### src/rtl/mem_access_unit.sv
// Memory stage: EX/MEM -> data-memory req/gnt/rvalid port -> MEM/WB register.
// Optional build macro MISALIGN_TRAP_EN turns misaligned half/word accesses into a flagged no-op.
module mem_access_unit #(
  parameter int unsigned ADDR_W = 32,
  parameter int unsigned XLEN   = 32
) (
  input  logic              clock,
  input  logic              resetn,
  input  logic              valid_in,
  input  logic              mem_in,
  input  logic              mem_write_in,
  input  logic [1:0]        mem_size_in,
  input  logic              mem_unsigned_in,
  input  logic              write_back_in,
  input  logic [XLEN-1:0]   alu_result_in,
  input  logic [XLEN-1:0]   alu_in_2_in,
  input  logic [4:0]        reg_rd_in,
  output logic              stall_out,
  output logic              dmem_req,
  output logic              dmem_we,
  output logic [ADDR_W-1:0] dmem_addr,
  output logic [3:0]        dmem_be,
  output logic [XLEN-1:0]   dmem_wdata,
  input  logic              dmem_gnt,
  input  logic              dmem_rvalid,
  input  logic [XLEN-1:0]   dmem_rdata,
  output logic              wb_valid_out,
  output logic              write_back_out,
  output logic [4:0]        reg_rd_out,
  output logic [XLEN-1:0]   wb_data_out,
  output logic              misalign_out
);

  localparam logic [1:0] S_IDLE = 2'd0;
  localparam logic [1:0] S_REQ  = 2'd1;
  localparam logic [1:0] S_WAIT = 2'd2;
  localparam logic [1:0] S_DONE = 2'd3;

  logic [1:0]      r_state;
  logic [XLEN-1:0] r_addr;
  logic            r_we;
  logic [1:0]      r_size;
  logic            r_unsigned;
  logic            r_wb;
  logic [4:0]      r_rd;
  logic [3:0]      r_be;
  logic [XLEN-1:0] r_wdata;

  logic            r_wb_valid;
  logic            r_wb_we;
  logic [4:0]      r_wb_rd;
  logic [XLEN-1:0] r_wb_data;
  logic            r_misalign;

  logic [1:0]      w_a;
  logic [3:0]      w_be_in;
  logic [XLEN-1:0] w_wdata_in;
  logic            w_misalign_in;
  logic            w_req;
  logic [7:0]      w_byte;
  logic [15:0]     w_half;
  logic [XLEN-1:0] w_load;

  assign w_a = alu_result_in[1:0];

  // Lane steering; misaligned half/word silently fall back to the aligned lanes.
  always_comb begin
    w_be_in    = '0;
    w_wdata_in = '0;
    case (mem_size_in)
      2'b00: begin
        w_be_in    = 4'b0001 << w_a;
        w_wdata_in = {4{alu_in_2_in[7:0]}};
      end
      2'b01: begin
        w_be_in    = w_a[1] ? 4'b1100 : 4'b0011;
        w_wdata_in = {2{alu_in_2_in[15:0]}};
      end
      default: begin
        w_be_in    = 4'b1111;
        w_wdata_in = alu_in_2_in;
      end
    endcase
  end

`ifdef MISALIGN_TRAP_EN
  assign w_misalign_in = ((mem_size_in == 2'b01) && w_a[0]) ||
                         (mem_size_in[1] && (w_a != 2'b00));
`else
  assign w_misalign_in = 1'b0;
`endif

  always_comb begin
    w_byte = dmem_rdata[{r_addr[1:0], 3'b000} +: 8];
    w_half = r_addr[1] ? dmem_rdata[31:16] : dmem_rdata[15:0];
    w_load = '0;
    case (r_size)
      2'b00:   w_load = r_unsigned ? {24'b0, w_byte} : {{24{w_byte[7]}}, w_byte};
      2'b01:   w_load = r_unsigned ? {16'b0, w_half} : {{16{w_half[15]}}, w_half};
      default: w_load = dmem_rdata;
    endcase
  end

  // DONE behaves as IDLE for acceptance, so back-to-back instructions need no bubble.
  always_ff @(posedge clock or negedge resetn) begin
    if (!resetn) begin
      r_state    <= S_IDLE;
      r_addr     <= '0;
      r_we       <= 1'b0;
      r_size     <= '0;
      r_unsigned <= 1'b0;
      r_wb       <= 1'b0;
      r_rd       <= '0;
      r_be       <= '0;
      r_wdata    <= '0;
      r_wb_valid <= 1'b0;
      r_wb_we    <= 1'b0;
      r_wb_rd    <= '0;
      r_wb_data  <= '0;
      r_misalign <= 1'b0;
    end else begin
      r_wb_valid <= 1'b0;
      r_misalign <= 1'b0;
      case (r_state)
        S_IDLE, S_DONE: begin
          r_state <= S_IDLE;
          if (valid_in) begin
            if (!mem_in) begin
              r_wb_valid <= 1'b1;
              r_wb_we    <= write_back_in;
              r_wb_rd    <= reg_rd_in;
              r_wb_data  <= alu_result_in;
            end else begin
              r_addr     <= alu_result_in;
              r_we       <= mem_write_in;
              r_size     <= mem_size_in;
              r_unsigned <= mem_unsigned_in;
              r_wb       <= write_back_in;
              r_rd       <= reg_rd_in;
              r_be       <= w_be_in;
              r_wdata    <= w_wdata_in;
              if (w_misalign_in) begin
                r_state    <= S_DONE;
                r_wb_valid <= 1'b1;
                r_wb_we    <= 1'b0;
                r_wb_rd    <= reg_rd_in;
                r_wb_data  <= alu_result_in;
                r_misalign <= 1'b1;
              end else begin
                r_state <= S_REQ;
              end
            end
          end
        end
        S_REQ: begin
          if (dmem_gnt) begin
            if (r_we) begin
              r_state    <= S_DONE;
              r_wb_valid <= 1'b1;
              r_wb_we    <= 1'b0;
              r_wb_rd    <= r_rd;
              r_wb_data  <= '0;
            end else begin
              r_state <= S_WAIT;
            end
          end
        end
        S_WAIT: begin
          if (dmem_rvalid) begin
            r_state    <= S_DONE;
            r_wb_valid <= 1'b1;
            r_wb_we    <= r_wb;
            r_wb_rd    <= r_rd;
            r_wb_data  <= w_load;
          end
        end
        default: r_state <= S_IDLE;
      endcase
    end
  end

  assign w_req      = (r_state == S_REQ);
  assign stall_out  = (r_state == S_REQ) || (r_state == S_WAIT);
  assign dmem_req   = w_req;
  assign dmem_we    = w_req & r_we;
  assign dmem_addr  = w_req ? {r_addr[ADDR_W-1:2], 2'b00} : '0;
  assign dmem_be    = w_req ? r_be : '0;
  assign dmem_wdata = w_req ? r_wdata : '0;

  assign wb_valid_out   = r_wb_valid;
  assign write_back_out = r_wb_we;
  assign reg_rd_out     = r_wb_rd;
  assign wb_data_out    = r_wb_data;
  assign misalign_out   = r_misalign;

endmodule
### config.mk
export PLATFORM = sky130hd
export DESIGN_NAME = mem_access_unit
export DESIGN_NICKNAME = d
export VERILOG_FILES = /design/src/rtl/mem_access_unit.sv
export SDC_FILE = /design/constraint.sdc
export NUM_CORES = 1
export LEC_CHECK = 0
export CAP_MARGIN = 20
export CORE_UTILIZATION = 41
export CTS_BUF_LIST = sky130_fd_sc_hd__clkbuf_16
export CTS_CLUSTER_SIZE = 24
export DETAILED_ROUTE_END_ITERATION = 12
export PLACE_DENSITY = 0.77
export SYNTH_ARGS = -nofsm -noshare
export SYNTH_HDL_FRONTEND = slang
export SYNTH_SLANG_ARGS = --single-unit
### constraint.sdc
create_clock -name clock -period 1.8 [get_ports clock]
set_input_delay 0.27 -clock clock [delete_from_list [all_inputs] [get_ports clock]]
set_output_delay 0.27 -clock clock [all_outputs]
set_load 0.03 [all_outputs]
==> results of run 1 <==
-- cell type report --
| class | count | area share (%) |
|---|---|---|
| Timing Repair Buffer | 280 | 29.6 |
| Multi-Input combinational cell | 441 | 33.0 |
| Clock inverter | 14 | 1.39 |
| Inverter | 7 | 0.295 |
| Sequential cell | 119 | 29.2 |
| Tap cell | 188 | 2.31 |
| Clock buffer | 17 | 4.18 |
-- cells in the final DEF, fill, tap and decap left out, types with 7 or more instances in the layout --
| master | synthesis | layout |
|---|---|---|
| nor2_1 | 30 | 29 |
| and2_1 | 67 | 32 |
| mux2_2 | 51 | 35 |
| mux2_4 | 0 | 16 |
| nand2_1 | 45 | 45 |
| clkbuf_16 | 0 | 20 |
| a221o_1 | 8 | 8 |
| buf_6 | 2 | 72 |
| o211ai_1 | 7 | 7 |
| dfrtp_1 | 119 | 118 |
| a22oi_1 | 25 | 24 |
| mux2i_1 | 36 | 36 |
| clkdlybuf4s50_1 | 0 | 147 |
| buf_4 | 6 | 38 |
| buf_12 | 0 | 16 |
| a21oi_1 | 20 | 20 |
| o21ai_1 | 14 | 20 |
| and2_4 | 0 | 35 |
| clkinv_2 | 0 | 8 |
| o21ai_0 | 40 | 33 |
| o221ai_1 | 7 | 7 |
| nor2b_1 | 9 | 8 |
| a21o_1 | 17 | 17 |
| a31oi_1 | 9 | 9 |
| a32oi_1 | 16 | 13 |
-- registers in the layout, indices dropped and copies added, names as in the netlist, 2 cells and up --
name and count:
reg_rd_out 5, r_rd 5, r_wdata 32, r_size 2, wb_data_out 32, r_be 4, r_state 2, r_addr 32
-- kinds of logic (layout without fill, tap and decap cells) --
family / after synthesis / after routing / synth area share, %
other: 1 / 3 / 0.0588
AO/OA/AOI/OAI: 181 / 181 / 19.5
flip-flops: 119 / 119 / 46.7
adder cells (fa/ha/maj): 2 / 2 / 0.392
AND/OR/NAND/NOR: 167 / 167 / 13.8
multiplexers: 88 / 88 / 15.0
buffers and inverters: 60 / 318 / 4.53
-- metal layers --
| layer | wire (um) | GRT usage, % | up-vias |
|---|---|---|---|
| met1 | 9110 | 33.9 | 2963 |
| met5 | 0 | 0 | - |
| met4 | 782 | 13.0 | 0 |
| met2 | 10300 | 43.0 | 274 |
| li1 | - | - | 2734 |
| met3 | 1340 | 6.28 | 60 |
-- per-stage QoR --
step	setup WS, ps	power [W]	TNS, ps	hold slack, ps	util [%]
3_5_place_dp	-140	0.0136	-2310	133	58.6
3_3_place_gp	-94.3	0.0133	-1050	129	58.6
6_report	-104	0.0185	-7010	254	67.0
5_1_grt	-147	0.0195	-16520	280	67.0
4_1_cts	-107	0.0178	-8420	247	65.0
2_1_floorplan	26.8	0.0103	0	-25.6	-
-- power by group --
part	total [W]	internal, W	switching, W
Combinational	0.0104	0.00501	0.00539
Clock	0.00333	0.00212	0.00120
Sequential	0.00480	0.00395	0.000843
Total	0.0185	0.0111	0.00743
-- path summary, 6_finish.rpt --
path	startpoint	to	slack, ps	cells after the start
max	r_state[1]$_DFFE_PN0P_	stall_out	-100	5
min	resetn	r_rd[3]$_DFFE_PN0P_	250	2
max reg2reg	r_state[1]$_DFFE_PN0P_	wb_data_out[5]$_DFFE_PN0P_	-70	8
min reg2reg	r_wdata[22]$_DFFE_PN0P_	r_wdata[22]$_DFFE_PN0P_	470	2
max in group asynchronous	resetn	r_wdata[23]$_DFFE_PN0P_	790	3
min in group clock	mem_unsigned_in	r_unsigned$_DFFE_PN0P_	460	2
-- what timing repair did --
item | CTS | global route
endpoints found under the setup margin | 71 | 184
hold buffers | 1 | 0
pin swaps | 4 | 11
setup buffers | 6 | 6
resized for setup | 90 | 63
gates cloned | 1 | 3
endpoints found under the hold margin | 12 | 0
==> parameters.txt, run 1 <==
Parameter                              Value

Clock tree
  Root buffer cell    clkbuf_16
  Clock Path Buffers    2
  Inserted Clock Buffers    17
  Clock latency on the worst-skew pair    about 430 ps
  Post-CTS clock slew at the launch and capture registers of the worst setup and hold paths    50 ps
  CTS tree    done
  Clock H-tree levels    4
  Clock sinks    ~120

Finish
  Net count, final    980
  Area taken by flip-flops and latches    just under 3000 sq um
  Count of inserted antenna diode cells    0
  Area taken by multi-input logic gates    3360 sq um
  Non-filler instance count after layout    between 1000 and 1500
  Total of fill cells in the finished design    around 1100
  Layout area overhead    59.8%
  Share of final-layout standard cells stronger than drive strength 1    30.6%
  Final design instance area without fill    ~10000 sq um

Floorplanning
  Core Region    about 15000 sq um
  I/O pin count    around 220
  Die Span Y    ~130 um
  Width of the die    127 um
  Die area    roughly 16000 sq um
  Initial Utilization    a little over two fifths
  FP Rows    between 40 and 50

Power
  Static leakage    approximately 4.5 nW
  Maximum vdd drop    918 uV
  Ratio of total power to cell area    1820 nW/um^2

Worst setup path
  Largest stage delay, worst path    ~400 ps
  Worst path top cell family by delay    buffers and inverters
  Worst endpoint required time    about 1500 ps
  Startpoint type of the worst setup path    flip-flop
  Endpoint type of the worst setup path    primary output
  Sequence of cells on the critical path    buf_6 -> ha_4 -> buf_6 -> clkinvlp_4 -> buf_6
  Startpoint-to-endpoint class of the critical path    reg2out
  Largest driver fanout on the critical path    2
  Most frequent CP cell    buf_6
  Arrival time worst endpoint    between 1500 and 2000 ps
  Buffers and inverters on the worst path    4
  Slowest CP cell    dfrtp_1

STA
  Max Clk Rate    about 530 MHz
  Period minus WS final    1900 ps
  Worst slew margin relative to its limit    between 50% and 60%
  Transition time at the pin with the least slew margin    around 620 ps
  Final critical-path setup slack    -104 ps
  Final period utilization    106%
  Finish-stage setup viols    roughly 150
  Setup repair after global routing missed its margin    yes
  Max Slew Vio Count    0
  Final Hold Violating Endpoints    0
  Layout Skew    13.5 ps

Status
  Violations in the final reports    negative setup slack
  Outcome    finished, violations left

Drt
  Number of vias in the routed layout    just over 6000
  Total DRC errors in the routed layout    0
  First-pass detailed-route iteration total    6
  Total Wirelength    approximately 22 mm
  Detail Route Antenna Nets    0
  Number of vias per cell after detailed routing    roughly 5.7
  Iter 0 DRT Violations    slightly above 500
  Mean routed wirelength per cell    roughly 20 um

Synth
  Area share of the leading cell type in the synthesized netlist    between 40% and 50%
  Netlist area before placement    roughly 6400 sq um
  Leading post-synthesis cells by cell area    dfrtp_1 47%, mux2_2 9.0%, and2_1 6.6%, mux2i_1 5.7%, o21ai_0 3.1%
  Most common library cells after synthesis    119 x dfrtp_1, 67 x and2_1, 51 x mux2_2, 45 x nand2_1, 40 x o21ai_0
  Leading register cell type out of synthesis    dfrtp_1
  Register bit count reported by yosys    119
  Syn Area/Cell    a little over 10 sq um
  Cell with the most instances after synthesis    dfrtp_1
  Seq/Total Area, Yosys    46.7%
  Cell taking the most area after synthesis    dfrtp_1
  Yosys cell types    47
  Warnings, synthesis    0
  Count of flip-flops with a built-in enable after synthesis    0
  Async set-reset flop share out of synthesis    100%
  Mapped Cells    618

Run
  Maximum capacitance violations    0

Hold path
  Worst hold path type    in2async

Global route
  Antenna violations before repair    0
  Total global routing overflow    0
  Overall routing resource usage    approximately a quarter
  Number of global-route vias before repair    just over 6000
  Largest net degree at the start of global routing    just over 70
  Global-route wire length before repair    roughly 33 mm

Place
  Placement-stage cell area    slightly below 9000 sq um
  Cell Count Post-Placement    between 1000 and 1500
  Port bufs    about 220
  Post-detail-place hpwl    14.8 mm
  Weighted congestion reported at the end of routability-driven placement    ~0.95
Power figures use the tool's default switching activity.
==> run 2: changes to the inputs <==
CORE_UTILIZATION = 35   (was 41)
PLACE_DENSITY = 0.67   (was 0.77)
==> run 2 against run 1 <==
Effect of this change:
- the run still ends with negative setup slack left
- hold slack improved by 64 ps
- design area rose by 2.9%
- combinational power rose by 5%
- global-route usage fell by 4.0 points
- setup slack got worse by 16 ps
- register-to-register slack got worse by 50 ps
- clock power rose by 1%
- critical path depth rose by 3
- final cell count rose by 4.6%
- clock skew fell by 4.9 ps
- power rose by 3.1%
==> parameters.txt, run 2 (synthesized netlist as in run 1, its figures left out) <==
Parameter                              Value

Drt
  Iter 0 DRT Violations    323 (was 508)
  First-pass detailed-route iteration total    4 (was 6)
  Mean routed wirelength per cell    20.4 um (was 20.2 um)
  Number of vias per cell after detailed routing    5.29 (was 5.66)
  Detail Route Antenna Nets    0 (unchanged)
  Total DRC errors in the routed layout    0 (unchanged)
  Total Wirelength    22.7 mm (was 21.6 mm)
  Number of vias in the routed layout    5893 (was 6031)

Worst setup path
  Launch point of the worst path    r_state[1]$_DFFE_PN0P_ (unchanged)
  Worst path top cell family by delay    buffers and inverters (unchanged)
  Worst endpoint required time    2090 ps (was 1530 ps)
  Sequence of cells on the critical path    buf_6 -> ha_4 -> buf_6 -> buf_6 -> nand3_4 -> buf_6 -> buf_16 -> mux2_4 (was buf_6 -> ha_4 -> buf_6 -> clkinvlp_4 -> buf_6)
  Largest stage delay, worst path    390 ps (was 400 ps)
  Slowest CP cell    dfrtp_1 (unchanged)
  Buffers and inverters on the worst path    5 (was 4)
  Most frequent CP cell    buf_6 (unchanged)
  Endpoint type of the worst setup path    flip-flop (was primary output)
  Startpoint-to-endpoint class of the critical path    reg2reg (was reg2out)
  Largest driver fanout on the critical path    8 (was 2)
  Startpoint of the worst-slack reg-to-reg timing path    r_state[1]$_DFFE_PN0P_ (unchanged)
  Arrival time worst endpoint    2210 ps (was 1630 ps)
  Startpoint type of the worst setup path    flip-flop (unchanged)

Global route
  Overall routing resource usage    22.7% (was 26.7%)
  Total global routing overflow    0 (unchanged)
  Largest net degree at the start of global routing    58 (was 71)
  Number of global-route vias before repair    5868 (was 6187)
  Antenna violations before repair    0 (unchanged)
  Global-route wire length before repair    32.1 mm (was 32.9 mm)

Clock tree
  Clock Path Buffers    2 (unchanged)
  Inserted Clock Buffers    17 (unchanged)
  Clock sinks    119 (unchanged)
  Clock H-tree levels    4 (unchanged)
  Clock latency on the worst-skew pair    410 ps (was 430 ps)
  CTS tree    done (unchanged)
  Root buffer cell    clkbuf_16 (unchanged)
  Post-CTS clock slew at the launch and capture registers of the worst setup and hold paths    60 ps (was 50 ps)

Place
  Pre-CTS setup slack    -158 ps (was -140 ps)
  Weighted congestion reported at the end of routability-driven placement    0.886 (was 0.948)
  Placement-stage cell area    9020 sq um (was 8910 sq um)
  Post-detail-place hpwl    15.6 mm (was 14.8 mm)
  Port bufs    219 (unchanged)

Floorplanning
  Initial Utilization    36.4% (was 41.9%)
  Die Span Y    137 um (was 127 um)
  FP Rows    48 (was 45)
  Width of the die    137 um (was 127 um)
  Die area    18800 sq um (was 16100 sq um)
  I/O pin count    223 (unchanged)
  Core Region    17500 sq um (was 15200 sq um)

STA
  Max Clk Rate    521 MHz (was 525 MHz)
  Sum of negative setup slack    -9620 ps (was -7010 ps)
  Layout Skew    8.63 ps (was 13.5 ps)
  Final critical-path setup slack    -119 ps (was -104 ps)
  Final period utilization    107% (was 106%)
  Setup repair after global routing missed its margin    yes (unchanged)
  Max Slew Vio Count    0 (unchanged)
  Finish-stage setup viols    142 (was 151)
  Period minus WS final    1920 ps (was 1900 ps)
  Post-Route Hold Slack    318 ps (was 254 ps)
  Final Hold Violating Endpoints    0 (unchanged)
  Worst slew margin relative to its limit    58.3% (was 58.8%)
  Transition time at the pin with the least slew margin    626 ps (was 617 ps)

Power
  Design internal power    0.0114 W (was 0.0111 W)
  Maximum vdd drop    1250 uV (was 918 uV)
  Net switching share of the total power    40.4% (was 40.1%)
  Static leakage    4.77 nW (was 4.55 nW)
  Total power    0.0191 W (was 0.0185 W)
  Part of the power in registers    25.1% (was 25.9%)
  Ratio of total power to cell area    1820 nW/um^2 (about the same)
  Total net switching power    0.00772 W (was 0.00743 W)
  Combinational Power Share    57.3% (was 56.2%)
  Clock power share    17.6% (was 18.0%)

Finish
  Share of final-layout standard cells stronger than drive strength 1    32.7% (was 30.6%)
  Final design instance area without fill    10500 sq um (was 10200 sq um)
  Commonest non-fill, non-tap cells in the layout    134 x clkdlybuf4s50_1, 119 x dfrtp_1, 57 x buf_6, 52 x buf_4, 50 x mux2_2 (was 147 x clkdlybuf4s50_1, 118 x dfrtp_1, 72 x buf_6, 45 x nand2_1, 38 x buf_4)
  Area taken by flip-flops and latches    2980 sq um (about the same)
  Layout area overhead    64.5% (was 59.8%)
  Net count, final    991 (was 980)
  Total of fill cells in the finished design    1470 (was 1117)
  Most frequent standard cell in the layout excluding fill and tap cells    clkdlybuf4s50_1 (unchanged)
  Area taken by multi-input logic gates    3380 sq um (was 3360 sq um)
  Count of inserted antenna diode cells    0 (unchanged)

Status
  Violations in the final reports    negative setup slack (unchanged)
  Outcome    finished, violations left (unchanged)

Hold path
  Worst hold path type    in2async (unchanged)

Run
  Maximum capacitance violations    0 (unchanged)
## run 2: stage by stage
| stage | instances | utilization (%) |
|---|---|---|
| 2_1_floorplan | 620 | - |
| 3_3_place_gp | 1054 | 51.4 |
| 3_5_place_dp | 1054 | 51.4 |
| 4_1_cts | 1092 | 56.0 |
| 5_1_grt | 1115 | 59.8 |
| 6_report | 1115 | 59.8 |
## run 2: per-layer routing
| layer | track usage, % | share of wire [%] | vias up |
|---|---|---|---|
| met5 | 0 | 0 | - |
| met4 | 8.12 | 1.8 | 0 |
| met3 | 5.26 | 5.8 | 33 |
| met2 | 37.5 | 50 | 177 |
| met1 | 28.9 | 42 | 2920 |
| li1 | - | - | 2763 |
## run 2: timing repair
action                                  CTS  global route
pin swaps                                 1            13
endpoints found under the setup margin   71           165
hold endpoints to repair                 20             0
hold buffers                              1             0
setup buffers                             5            11
resized for setup                        47           113
cloned                                    0            12
## run 2: cell type report
class	count	area share (%)
tap	225	2.69
clock buffer	17	4.06
timing repair buffer	291	30.8
sequential	119	28.4
multi-input combinational	441	32.3
inverter	7	0.286
clock inverter	15	1.53
## run 2: worst paths after layout
check / to / slack (ps) / cells after the start
max: r_wdata[0]$_DFFE_PN0P_ / -120 / 8
min: r_wdata[20]$_DFFE_PN0P_ / 320 / 2
max reg2reg: r_wdata[0]$_DFFE_PN0P_ / -120 / 8
min reg2reg: r_wdata[27]$_DFFE_PN0P_ / 480 / 2
max in group asynchronous: r_addr[29]$_DFFE_PN0P_ / 880 / 3
min in group clock: r_wdata[27]$_DFFE_PN0P_ / 480 / 2
## run 2: power groups by stage
| stage | Combinational, W | Sequential, W | Clock (W) |
|---|---|---|---|
| CTS | 0.00947 | 0.00473 | 0.00344 |
| detailed placement | 0.00901 | 0.00476 | 0 |
| global placement | 0.00884 | 0.00467 | 0 |
| global route | 0.0116 | 0.00494 | 0.00356 |
| finish | 0.0109 | 0.00479 | 0.00337 |
| floorplan | 0.00514 | 0.00514 | 0 |
